**config.mk**
```make
export PLATFORM = sky130hd
export DESIGN_NAME = requant_lane_scheduler
export DESIGN_NICKNAME = d
export VERILOG_FILES = /design/src/rtl/requant_lane_scheduler_pkg.sv /design/src/rtl/requant_out_collector.sv /design/src/rtl/requant_lane_scheduler.sv
export SDC_FILE = /design/constraint.sdc
export NUM_CORES = 1
export LEC_CHECK = 0
export CORE_UTILIZATION = 40
export CTS_BUF_LIST = sky130_fd_sc_hd__clkbuf_8
export DETAILED_ROUTE_END_ITERATION = 10
export PLACE_DENSITY = 0.68
export SYNTH_ARGS = -nofsm -noshare
export SYNTH_HDL_FRONTEND = slang
export SYNTH_SLANG_ARGS = --single-unit
```
**constraint.sdc**
```tcl
create_clock -name clk -period 3.6 [get_ports clk]
set_input_delay 0.72 -clock clk [delete_from_list [all_inputs] [get_ports clk]]
set_output_delay 0.72 -clock clk [all_outputs]
set_load 0.01 [all_outputs]
```
**src/rtl/requant_lane_scheduler_pkg.sv**
```systemverilog
// Shared parameters, FSM encoding and lane-slice constants for the requant lane scheduler.
package requant_lane_scheduler_pkg;
  localparam int LANES      = 8;
  localparam int ACC_WIDTH  = 32;
  localparam int BIAS_WIDTH = 32;
  localparam int DATA_WIDTH = 8;
  localparam int CH_WIDTH   = 10;
  localparam int QU_LATENCY = 3;

  localparam int LANE_W    = $clog2(LANES);
  localparam int OUTST_W   = $clog2(LANES + 1);
  localparam int ACC_VEC_W = LANES * ACC_WIDTH;
  localparam int OUT_VEC_W = LANES * DATA_WIDTH;

  typedef logic [LANE_W-1:0] lane_t;
  localparam lane_t LAST_LANE = lane_t'(LANES - 1);

  typedef enum logic [1:0] {IDLE, ISSUE, WAIT} state_t;
endpackage

```
**src/rtl/requant_out_collector.sv**
```systemverilog
// Reassembles serial requant results into one word and holds it on a ready/valid output.
module requant_out_collector
  import requant_lane_scheduler_pkg::*;
(
  input  logic                  clk,
  input  logic                  rst_n,
  input  logic                  col_en,
  input  logic [DATA_WIDTH-1:0] col_data,
  input  logic [CH_WIDTH-1:0]   ch_base,
  output logic                  col_last,
  output logic                  out_pending,
  output logic                  m_valid,
  input  logic                  m_ready,
  output logic [OUT_VEC_W-1:0]  m_data,
  output logic [CH_WIDTH-1:0]   m_ch_base
);
  lane_t col_cnt;

  assign col_last = col_en && (col_cnt == LAST_LANE);
  assign m_valid  = out_pending;

  // m_data doubles as the lane buffer; issue never starts while a word is pending.
  always_ff @(posedge clk or negedge rst_n) begin
    if (!rst_n) begin
      col_cnt     <= '0;
      out_pending <= 1'b0;
      m_data      <= '0;
      m_ch_base   <= '0;
    end else begin
      if (col_en) begin
        m_data[col_cnt*DATA_WIDTH +: DATA_WIDTH] <= col_data;
        col_cnt <= col_last ? '0 : col_cnt + lane_t'(1);
      end
      if (col_last) begin
        out_pending <= 1'b1;
        m_ch_base   <= ch_base;
      end else if (m_valid && m_ready) begin
        out_pending <= 1'b0;
      end
    end
  end
endmodule

```
**src/rtl/requant_lane_scheduler.sv**
```systemverilog
// Serialises an 8-lane accumulator vector through one shared requant unit and
// gathers the clamped bytes back into a word (13-cycle latency, no unit stall).
module requant_lane_scheduler
  import requant_lane_scheduler_pkg::*;
(
  input  logic                  clk,
  input  logic                  rst_n,
  input  logic                  s_valid,
  output logic                  s_ready,
  input  logic [ACC_VEC_W-1:0]  s_acc,
  input  logic [CH_WIDTH-1:0]   s_ch_base,
  output logic [CH_WIDTH-1:0]   bias_addr,
  input  logic [BIAS_WIDTH-1:0] bias_data,
  output logic                  q_valid,
  output logic [ACC_WIDTH-1:0]  q_acc,
  output logic [BIAS_WIDTH-1:0] q_bias,
  input  logic                  q_o_valid,
  input  logic [DATA_WIDTH-1:0] q_data,
  output logic                  m_valid,
  input  logic                  m_ready,
  output logic [OUT_VEC_W-1:0]  m_data,
  output logic [CH_WIDTH-1:0]   m_ch_base,
  output logic                  err_spurious
);
  state_t               state, state_nxt;
  logic                 in_full;
  logic [ACC_VEC_W-1:0] in_acc;
  logic [CH_WIDTH-1:0]  in_ch_base, issue_ch_base;
  lane_t                lane_cnt, addr_lane;
  logic [OUTST_W-1:0]   outstanding;
  logic                 out_pending, col_en, col_last, start;
  logic                 addr_load, lane_issue, issue_last;

  assign s_ready    = !in_full;
  assign q_bias     = bias_data;
  assign start      = in_full && !out_pending && (outstanding == '0);
  assign issue_last = (state == ISSUE) && (lane_cnt == LAST_LANE);
  assign col_en     = q_o_valid && (outstanding != '0);

  always_ff @(posedge clk or negedge rst_n) begin
    if (!rst_n) state <= IDLE;
    else        state <= state_nxt;
  end

  always_comb begin
    state_nxt = state;
    case (state)
      IDLE:    if (start) state_nxt = ISSUE;
      ISSUE:   if (lane_cnt == LAST_LANE) state_nxt = WAIT;
      WAIT:    if (col_last) state_nxt = IDLE;
      default: state_nxt = IDLE;
    endcase
  end

  // lane_cnt names the lane currently on bias_addr; it is issued to the unit one cycle later.
  always_comb begin
    addr_load  = 1'b0;
    addr_lane  = '0;
    lane_issue = 1'b0;
    case (state)
      IDLE:  addr_load = start;
      ISSUE: begin
        lane_issue = 1'b1;
        addr_load  = (lane_cnt != LAST_LANE);
        addr_lane  = lane_cnt + lane_t'(1);
      end
      default: ;
    endcase
  end

  always_ff @(posedge clk or negedge rst_n) begin
    if (!rst_n) begin
      in_full       <= 1'b0;
      in_acc        <= '0;
      in_ch_base    <= '0;
      issue_ch_base <= '0;
      lane_cnt      <= '0;
      bias_addr     <= '0;
      q_valid       <= 1'b0;
      q_acc         <= '0;
    end else begin
      if (s_valid && s_ready) begin
        in_full    <= 1'b1;
        in_acc     <= s_acc;
        in_ch_base <= s_ch_base;
      end else if (issue_last) begin
        in_full <= 1'b0;
      end
      if (start && state == IDLE) issue_ch_base <= in_ch_base;
      if (addr_load) begin
        bias_addr <= in_ch_base + CH_WIDTH'(addr_lane);
        lane_cnt  <= addr_lane;
      end else if (issue_last) begin
        lane_cnt <= '0;
      end
      q_valid <= lane_issue;
      if (lane_issue) q_acc <= in_acc[lane_cnt*ACC_WIDTH +: ACC_WIDTH];
    end
  end

  // A result with nothing outstanding is dropped so it cannot corrupt the next word.
  always_ff @(posedge clk or negedge rst_n) begin
    if (!rst_n) begin
      outstanding  <= '0;
      err_spurious <= 1'b0;
    end else begin
      case ({q_valid, col_en})
        2'b10:   outstanding <= outstanding + OUTST_W'(1);
        2'b01:   outstanding <= outstanding - OUTST_W'(1);
        default: ;
      endcase
      if (q_o_valid && outstanding == '0) err_spurious <= 1'b1;
    end
  end

  requant_out_collector u_collector (
    .clk         (clk),
    .rst_n       (rst_n),
    .col_en      (col_en),
    .col_data    (q_data),
    .ch_base     (issue_ch_base),
    .col_last    (col_last),
    .out_pending (out_pending),
    .m_valid     (m_valid),
    .m_ready     (m_ready),
    .m_data      (m_data),
    .m_ch_base   (m_ch_base)
  );
endmodule

```
== After elaboration in Yosys (flattened, before gate mapping) ==
Index checks and enable logic that the tools add are counted.
Cells by class
  add/sub/neg operators: 6
  multiply operators: 0
  divide/modulo/power cells: 0
  $lt $le $gt $ge: 0
  eq/ne operators: 10
  shift operators: 3
  muxes and demuxes: 16
  bitwise operators: 0
  reduce and logical (&&, ||, !) cells: 19
Operators with widths (count)
  $shiftx A256 B9 Y32: 1
  $bwmux W64: 1
  $shift A8 B34 Y64 const A: 1
  $shiftx A8 B34 Y64: 1
  $neg A6 Y34: 1
  $mux W3: 4
  $add A10 B3 Y10: 1
  $logic_and A1 B1 Y1: 9
  $pmux W4 S2: 1
  $reduce_bool A2 Y1: 4
  $add A3 B1 Y3 const B: 2
  $eq A3 B3 Y1 const B: 2
  $mux W2: 3
  $pmux W2 S3: 1
  $mux W1: 5
  $add A4 B1 Y4 const B: 1
  $eq A2 B1 Y1 const B: 2
  $eq A2 B2 Y1 const B: 2
  $logic_not A4 Y1: 1
  $ne A2 B1 Y1 const B: 2
  $reduce_bool A4 Y1: 1
  $sub A4 B1 Y4 const B: 1
  $ne A3 B3 Y1 const B: 1
  $reduce_and A3 Y1: 1
  other kinds (4): 5
Storage, ports and cells
  flip-flop bits (word level): 408
  bits in latches: 0
  bits in writable memories: 0
  memory bits (read-only): 0
  bits of input ports: 311
  logic and storage cells: 69
  memories: 0

== Logic depth before layout (Yosys ltp) ==
Gate-level depths: netlist of run 1.
  depth in word-level cells: 5
  gate-level depth with buffers: 11

== Hierarchy ==
A second synthesis of run 1 with hierarchy kept.
Second synthesis, totals
  cell total of the unflattened synthesis: 1158
  area total of the unflattened synthesis: 17944.7 µm²
Modules (own cells, without submodules)
  requant_lane_scheduler: times used 1, cells an instance 946, area an instance 14704.1 µm², seq. area each 8257.9 µm²
  requant_out_collector: times used 1, cells an instance 212, area an instance 3240.6 µm², seq. area each 1951.9 µm²

== Worst setup path before layout of run 1 ==
Ideal clock, no wire load.
  path kind: reg2reg
  from: register outstanding[1]
  to: register outstanding[3]
  arrival: 2.417 ns
  data required time: 3.521 ns
  slack: 1.104 ns
  cell stages (with the launch flop): 8
  path through: dfrtp_1 -> buf_6 -> o41ai_4 -> inv_2 -> ha_1 -> or4bb_1 -> a211oi_1 -> xor2_1
On the way
  word-level cells in the longest chain between the ends: 4
  elaborated cells between the ends (all ways): 8
RTL lines
  start: declaration: line requant_lane_scheduler.sv:30  | logic [OUTST_W-1:0] outstanding;
  start signal: assignment: line requant_lane_scheduler.sv:108  | 2'b10: outstanding <= outstanding + OUTST_W'(1);
  start signal: assignment: line requant_lane_scheduler.sv:109  | 2'b01: outstanding <= outstanding - OUTST_W'(1);
  $reduce_bool A4 Y1 *: line requant_lane_scheduler.sv:38  | assign col_en = q_o_valid && (outstanding != '0);
  $logic_and A1 B1 Y1 *: line requant_lane_scheduler.sv:38
  named net col_en: line requant_lane_scheduler.sv:31  | logic out_pending, col_en, col_last, start;
  $eq A2 B1 Y1 or $eq A2 B2 Y1 (tied branches): line requant_lane_scheduler.sv:107  | case ({q_valid, col_en})
  $pmux W4 S2 or $reduce_bool A2 Y1 (tied branches)
The timed path passes the listed nets; every way through them passes the cells marked *.
A chain may end at the register's enable or synchronous reset.

== Worst setup path after layout of run 1 ==
  from: register outstanding[0]
  to: register outstanding[3]
Same word-level chain as after synthesis.

==> results by group, run 1 <==
Clock network
  • Longest Clk Path Bufs: 3
  • # hold bufs at CTS: 0
  • Cts bufs inserted: 71
  • CTS tree: built
  • H-tree levels: 3
  • CTS resizes: 0
  • Sink Count: 408
  • CTS root buf: clkbuf_8
  • Clk_lat worst skew: 610 ps
  • Setup Fix Bufs, Post-CTS: 0
  • Clk pin slew, worst setup/hold paths: 60 ps

Drt
  • Post-detailed-route wirelength per cell: 20.4 um
  • Vias: 11000
  • Drt total wl: 45100 um
  • Drt pass-1 iters: 4
  • Violation count after the first detailed-route iteration: 550
  • Antenna Nets Post-Route: 0
  • Vias per cell: 4.99
  • Drt drc: 0

Global routing
  • Initial antenna violation count: 11
  • Top Usage Layer GRT: met2
  • Largest net degree at the start of global routing: 109
  • Remaining Overflow, GRT: 0
  • Grt met2 use: 33.1%
  • Vias in the first global route: 12100
  • GRT Util Overall: 20.4%
  • Met3 Resource Use GR: 8.63%
  • Global-route wire length before repair: 69900 um
  • Global-route track usage on met1: 24.5%

Timing
  • Setup Viol. Count Final: 0
  • Slew HR: 38.4%
  • Slew @ Worst Pin: 923 ps
  • Final Skew: 28.7 ps
  • Tcrit/Tclk final: 76.6%
  • Max frequency: 363 MHz
  • Final slew viol count: 0
  • Worst hold margin: 114 ps
  • Final Hold Violating Endpoints: 0
  • RSZ-0062 raised after global routing: no
  • Minimum clock period: 2760 ps
  • Fin Setup TNS: 0 ps

Finish
  • Most common cell after layout, fill and taps aside: dfrtp_1
  • Share of layout cells above drive strength 1: 34.6%
  • Fin cells: 2208
  • Area Overhead vs Synth: 33.4%
  • Final nets: 1888
  • Most frequent cells in the layout: dfrtp_1 (405), clkdlybuf4s50_1 (397), mux2_2 (336), clkbuf_8 (93), mux4_2 (64)

Critical path
  • CP Data Arrival Time: 3290 ps
  • CP Launch Type: flop
  • Critical path class: reg -> reg
  • Kind of end point of the critical path: flop
  • Crit Path Max Fanout: 8
  • Reg2reg start: outstanding[0]$_DFFE_PN0P_
  • Worst Path Required: 4140 ps
  • Crit path from: outstanding[0]$_DFFE_PN0P_

Place
  • PortBufs: 398
  • Placed Cells: 2076
  • Final HPWL DP: 31900 um
  • RePlAce Congestion: 0.774

Power
  • Power per cell area: 829 nW/um2
  • Static Leak: 9.89 nW
  • VDD IR-drop max: 412 uV

Floorplanning
  • I/O pins: 463
  • # rows: 76
  • Die Ht: 213 um
  • Starting Density: 41.0%
  • CORE AREA: 43600 um2
  • Die area: 45400 um2
  • DIE WIDTH: 213 um

Logic synthesis
  • Complex-gate fraction of the synthesized area: 2.11%
  • Sequential area share after synthesis: 57.2%
  • Simple-gate area share of the yosys netlist: 3.30%
  • Post-synthesis mux area share: 32.5%
  • Synth async-reset ratio: 100%
  • Synth Net Count: 1493
  • Syn avg cell area: 15.3 um2
  • Yosys reg bits: 408
  • Yosys warnings: 0
  • Largest family of logic cells by synthesized area: multiplexers
  • Synth Instances: 1169
  • Most used DFF post-synth: dfrtp_1
  • Distinct cell type count after synthesis: 48
  • Synth Area in XOR/XNOR: 0.638%
  • Mapped Area: 17800 um2
  • Post-synth EDFFs: 0
  • Area share of fa/ha/maj cells after synthesis: 0.954%

Run
  • Max-cap violations: 0

Worst hold path
  • Hold Path Class: in -> async

Run status
  • Outcome: complete, no violations
[stage by stage]
step                      setup slack (ps)  utilization [%]  power [mW]  area [um2]
after detailed placement               748             51.2        15.6       22300
after floorplan                       1100                -        12.8       17800
after CTS                              837             54.6        20.0       23800
after global placement                 786             51.2        15.4       22300
after global routing                   649             54.6        21.1       23800
final                                  844             54.6        19.7       23800
[path summary, 6_finish.rpt]
check	endpoint	slack, ps	depth (start not counted)
max	outstanding[3]$_DFFE_PN0P_	840	6
min reg2reg	q_acc[7]$_DFFE_PN0N_	480	2
max in group asynchronous	u_collector.m_data[52]$_DFFE_PN0P_	2430	3
min	issue_ch_base[3]$_DFFE_PN0P_	110	1
max reg2reg	outstanding[3]$_DFFE_PN0P_	840	6
min in group clk	q_acc[7]$_DFFE_PN0N_	480	2
[power breakdown]
part           total [mW]  internal, mW  switching [mW]
sequential           8.16          6.80            1.36
combinational        7.25          4.47            2.78
clock                4.32          2.45            1.87
[critical path, cell delays in order, from the launching register on]
cell and delay, ps:
dfrtp_1 470, o41ai_4 760, inv_2 210, ha_1 310, or4bb_1 480, a211oi_1 280
xor2_1 170
[synthesized netlist by cell type, types with 2 or more instances]
cell,number,area share [%]
nor3_1,2,0.056
inv_1,11,0.23
xnor2_1,5,0.25
o21ai_0,42,1.2
mux4_2,64,8.1
buf_2,10,0.28
nor4b_1,2,0.098
nor2_1,20,0.42
a21oi_1,8,0.22
nand3b_1,2,0.084
ha_1,12,0.84
nor2b_1,3,0.11
buf_6,4,0.25
a32o_1,2,0.11
xor2_1,8,0.39
mux2i_1,33,1.9
mux2_4,16,1.3
nand2_1,47,0.99
nor3_2,4,0.22
nand2b_1,3,0.11
and3_1,2,0.070
a211oi_1,3,0.13
mux2_2,336,21
and2_1,17,0.60
nor4_1,2,0.070
buf_4,33,1.4
buf_1,6,0.13
clkbuf_1,45,0.95
dfrtp_1,408,57
[layout make-up]
class	instances	area [um2]
well taps	585	732
fillers	3659	19800
clock buffers	93	1280
diodes	6	15.0
clock inverters	33	194
multi-input cells	651	7060
inverters	12	45.0
repair buffers	420	4250
flip-flops and latches	408	10200
[cells by family after synthesis]
logic type      Yosys count
fa+ha+maj                13
xor+xnor                 13
buf+inv                 110
simple gates            114
flops                   408
compound gates           62
mux                     449
[state kept, by name (all words and copies together), names as in the netlist]
signal	count
bias_addr	10
err_spurious	1
in_acc	256
in_ch_base	10
in_full	1
issue_ch_base	10
lane_cnt	3
outstanding	4
q_acc	32
q_valid	1
state	2
u_collector.col_cnt	3
u_collector.m_ch_base	10
u_collector.m_data	64
u_collector.m_valid	1
[metal layers]
metal  vias up  routed length, um  part of all wire, %
met5         -                 54                 0.12
met4         8               1020                  2.3
met3        90               4300                  9.5
met2       347              21400                   48
met1      5565              18200                   40
li1       5010                  -                    -
No activity file was read; power rests on OpenSTA's default activity.
==> run 2, diff against run 1 <==
==> constraint.sdc (replaced) <==
create_clock -name clk -period 2.9 [get_ports clk]
set_input_delay 0.58 -clock clk [delete_from_list [all_inputs] [get_ports clk]]
set_output_delay 0.58 -clock clk [all_outputs]
set_load 0.01 [all_outputs]
==> run 2 against run 1 <==
  * Sequential power is 22% higher
  * Largest cell class unchanged
  * Utilization is 0.36 points higher
  * Clock skew is 0.56 ps lower
  * Critical path type unchanged
  * Register-to-register slack worse by 640 ps
  * Largest power group unchanged
  * Via count is 1.1% higher
==> results by group, run 2 (synthesis results as in run 1) <==
Finish
  • Area Overhead vs Synth: 34.3%
  • Largest register FFs: 256 (unchanged)
  • End-of-flow core utilization: 55.0% (+0.36 points)
  • Fillers: 3664 (+0.14%)
  • Fin cells: 2220 (+0.54%)
  • Share of layout cells above drive strength 1: 35.1% (+0.54 points)
  • Largest reg by FF count: in_acc
  • Register Area: 10200 um2 (unchanged)
  • Most frequent cells in the layout: dfrtp_1 (405), clkdlybuf4s50_1 (397), mux2_2 (336), clkbuf_8 (95), mux4_2 (64)
  • Final nets: 1905 (+0.90%)
  • Most common cell after layout, fill and taps aside: dfrtp_1
  • Multi-input gate area: 7060 um2 (unchanged)
  • Top Registers: in_acc: 256 flops, u_collector.m_data: 64 flops, q_acc: 32 flops

Timing
  • Final Hold Violating Endpoints: 0 (unchanged)
  • Tcrit/Tclk final: 93.1% (+16 points)
  • RSZ-0062 raised after global routing: no
  • Slew @ Worst Pin: 792 ps (-132 ps)
  • Setup Viol. Count Final: 0 (unchanged)
  • Slew HR: 47.2% (+8.8 points)
  • Final Skew: 28.2 ps (-0.557 ps)
  • Fin Setup TNS: 0 ps (unchanged)
  • Final slew viol count: 0 (unchanged)
  • Max frequency: 371 MHz (+2.1%)
  • Minimum clock period: 2700 ps (-57.5 ps)

Clock network
  • Cts bufs inserted: 70 (-1.4%)
  • CTS resizes: 0 (unchanged)
  • Clk_lat worst skew: 610 ps (about the same)
  • Clk pin slew, worst setup/hold paths: 60 ps (about the same)
  • Setup Fix Bufs, Post-CTS: 0 (unchanged)
  • CTS tree: built
  • Longest Clk Path Bufs: 3 (unchanged)
  • CTS root buf: clkbuf_8
  • # hold bufs at CTS: 1 (+1)
  • H-tree levels: 3 (unchanged)
  • Sink Count: 408 (unchanged)

Critical path
  • CP Launch Type: flop
  • R2r worst-path depth: 6 (unchanged)
  • Crit Reg-Reg Endpoint: outstanding[3]$_DFFE_PN0P_
  • Worst Path Required: 3420 ps (-720 ps)
  • CP Data Arrival Time: 3220 ps (-70 ps)
  • Reg2reg setup slack: 200 ps (-640 ps)
  • Critical path class: reg -> reg
  • Kind of end point of the critical path: flop
  • Crit Path Max Fanout: 8 (unchanged)
  • Reg2reg start: outstanding[0]$_DFFE_PN0P_

Power
  • Sw Share: 30.7% (+0.24 points)
  • Static Leak: 9.96 nW (+0.79%)
  • Clock Power Share: 21.3% (-0.6 points)
  • Internal: 17.0 mW (+24%)
  • Power per cell area: 1020 nW/um2 (+23%)
  • VDD IR-drop max: 525 uV (+27%)
  • Reg power frac: 40.6% (-0.8 points)
  • P_sw: 7.53 mW (+25%)
  • Combinational cell fraction of total power: 38.1% (+1.4 points)

Worst hold path
  • WHS Endpoint: err_spurious$_DFFE_PN0P_
  • Hold Path Class: reg -> reg
  • Hold Crit Start: err_spurious$_DFFE_PN0P_
  • Hold Path Depth: 1

Place
  • Final HPWL DP: 32100 um (+0.71%)
  • Placed Cells: 2093 (+0.82%)
  • PortBufs: 398 (unchanged)
  • RePlAce Congestion: 0.794 (+2.6%)

Floorplanning
  • Starting Density: 41.0% (unchanged)
  • Die Ht: 213 um (unchanged)
  • DIE WIDTH: 213 um (unchanged)
  • Die area: 45400 um2 (unchanged)
  • # rows: 76 (unchanged)
  • CORE AREA: 43600 um2 (unchanged)
  • I/O pins: 463 (unchanged)

Drt
  • Drt drc: 0 (unchanged)
  • Vias per cell: 5.02 (+0.59%)
  • Drt pass-1 iters: 4 (unchanged)
  • Violation count after the first detailed-route iteration: 613 (+11%)
  • Antenna Nets Post-Route: 0 (unchanged)
  • Vias: 11100 (+1.1%)
  • Drt total wl: 45500 um (+0.95%)
  • Post-detailed-route wirelength per cell: 20.5 um (+0.40%)

Global routing
  • GRT Util Overall: 20.7% (+0.28 points)
  • Vias in the first global route: 12400 (+2.6%)
  • Global-route wire length before repair: 70900 um (+1.4%)
  • Largest net degree at the start of global routing: 84 (-23%)
  • Remaining Overflow, GRT: 0 (unchanged)
  • Initial antenna violation count: 11 (unchanged)

Run status
  • Outcome: complete, no violations

Run
  • Max-cap violations: 0 (unchanged)
==> run 2: per-layer routing <==
layer | global-route usage (%) | share of wire, %
met5 | 0 | 0.15
met4 | 7.14 | 2.5
met3 | 8.47 | 9.5
met2 | 33.7 | 48
met1 | 24.6 | 40
==> run 2: worst max-delay path by stage <==
stage	from	endpoint	slack (ps)	cells past startpoint
2_1_floorplan	outstanding[1]$_DFFE_PN0P_	outstanding[3]$_DFFE_PN0P_	400	7
3_3_place_gp	q_o_valid	outstanding[2]$_DFFE_PN0P_	270	10
3_5_place_dp	q_o_valid	outstanding[3]$_DFFE_PN0P_	180	7
4_1_cts	outstanding[0]$_DFFE_PN0P_	outstanding[3]$_DFFE_PN0P_	210	6
5_1_grt	outstanding[0]$_DFFE_PN0P_	outstanding[3]$_DFFE_PN0P_	60	6
6_report	outstanding[0]$_DFFE_PN0P_	outstanding[3]$_DFFE_PN0P_	200	6
==> run 2: power groups by stage <==
| stage | sequential, mW | combinational, mW | clock, mW |
|---|---|---|---|
| after floorplan | 9.84 | 6.04 | 0 |
| after global placement | 9.95 | 9.25 | 0 |
| after detailed placement | 10.1 | 9.47 | 0 |
| after CTS | 9.99 | 9.52 | 5.40 |
| after global routing | 10.3 | 10.2 | 5.67 |
| final | 9.96 | 9.34 | 5.21 |
==> run 2: layout make-up <==
type / instances / share of cell area (%)
repair buffers: 438 / 18.6
well taps: 585 / 3.06
diodes: 6 / 0.0627
clock inverters: 25 / 0.460
inverters: 12 / 0.188
clock buffers: 95 / 5.46
multi-input cells: 651 / 29.5
flip-flops and latches: 408 / 42.7
==> run 2: critical path, stage by stage (launching register included) <==
cell      delay (ps)
dfrtp_1          480
o41ai_4          770
inv_2            120
ha_1             280
or4bb_1          490
a211oi_1         290
xor2_1           180
==> run 2: stage by stage <==
step | area, um2 | hold slack (ps) | power (mW) | worst slack (ps)
6_report | 24000 | 470 | 24.5 | 201
5_1_grt | 23900 | 478 | 26.2 | 60.8
4_1_cts | 23900 | 463 | 24.9 | 209
3_5_place_dp | 22500 | 459 | 19.6 | 185
3_3_place_gp | 22500 | 446 | 19.2 | 272
2_1_floorplan | 17800 | 284 | 15.9 | 404
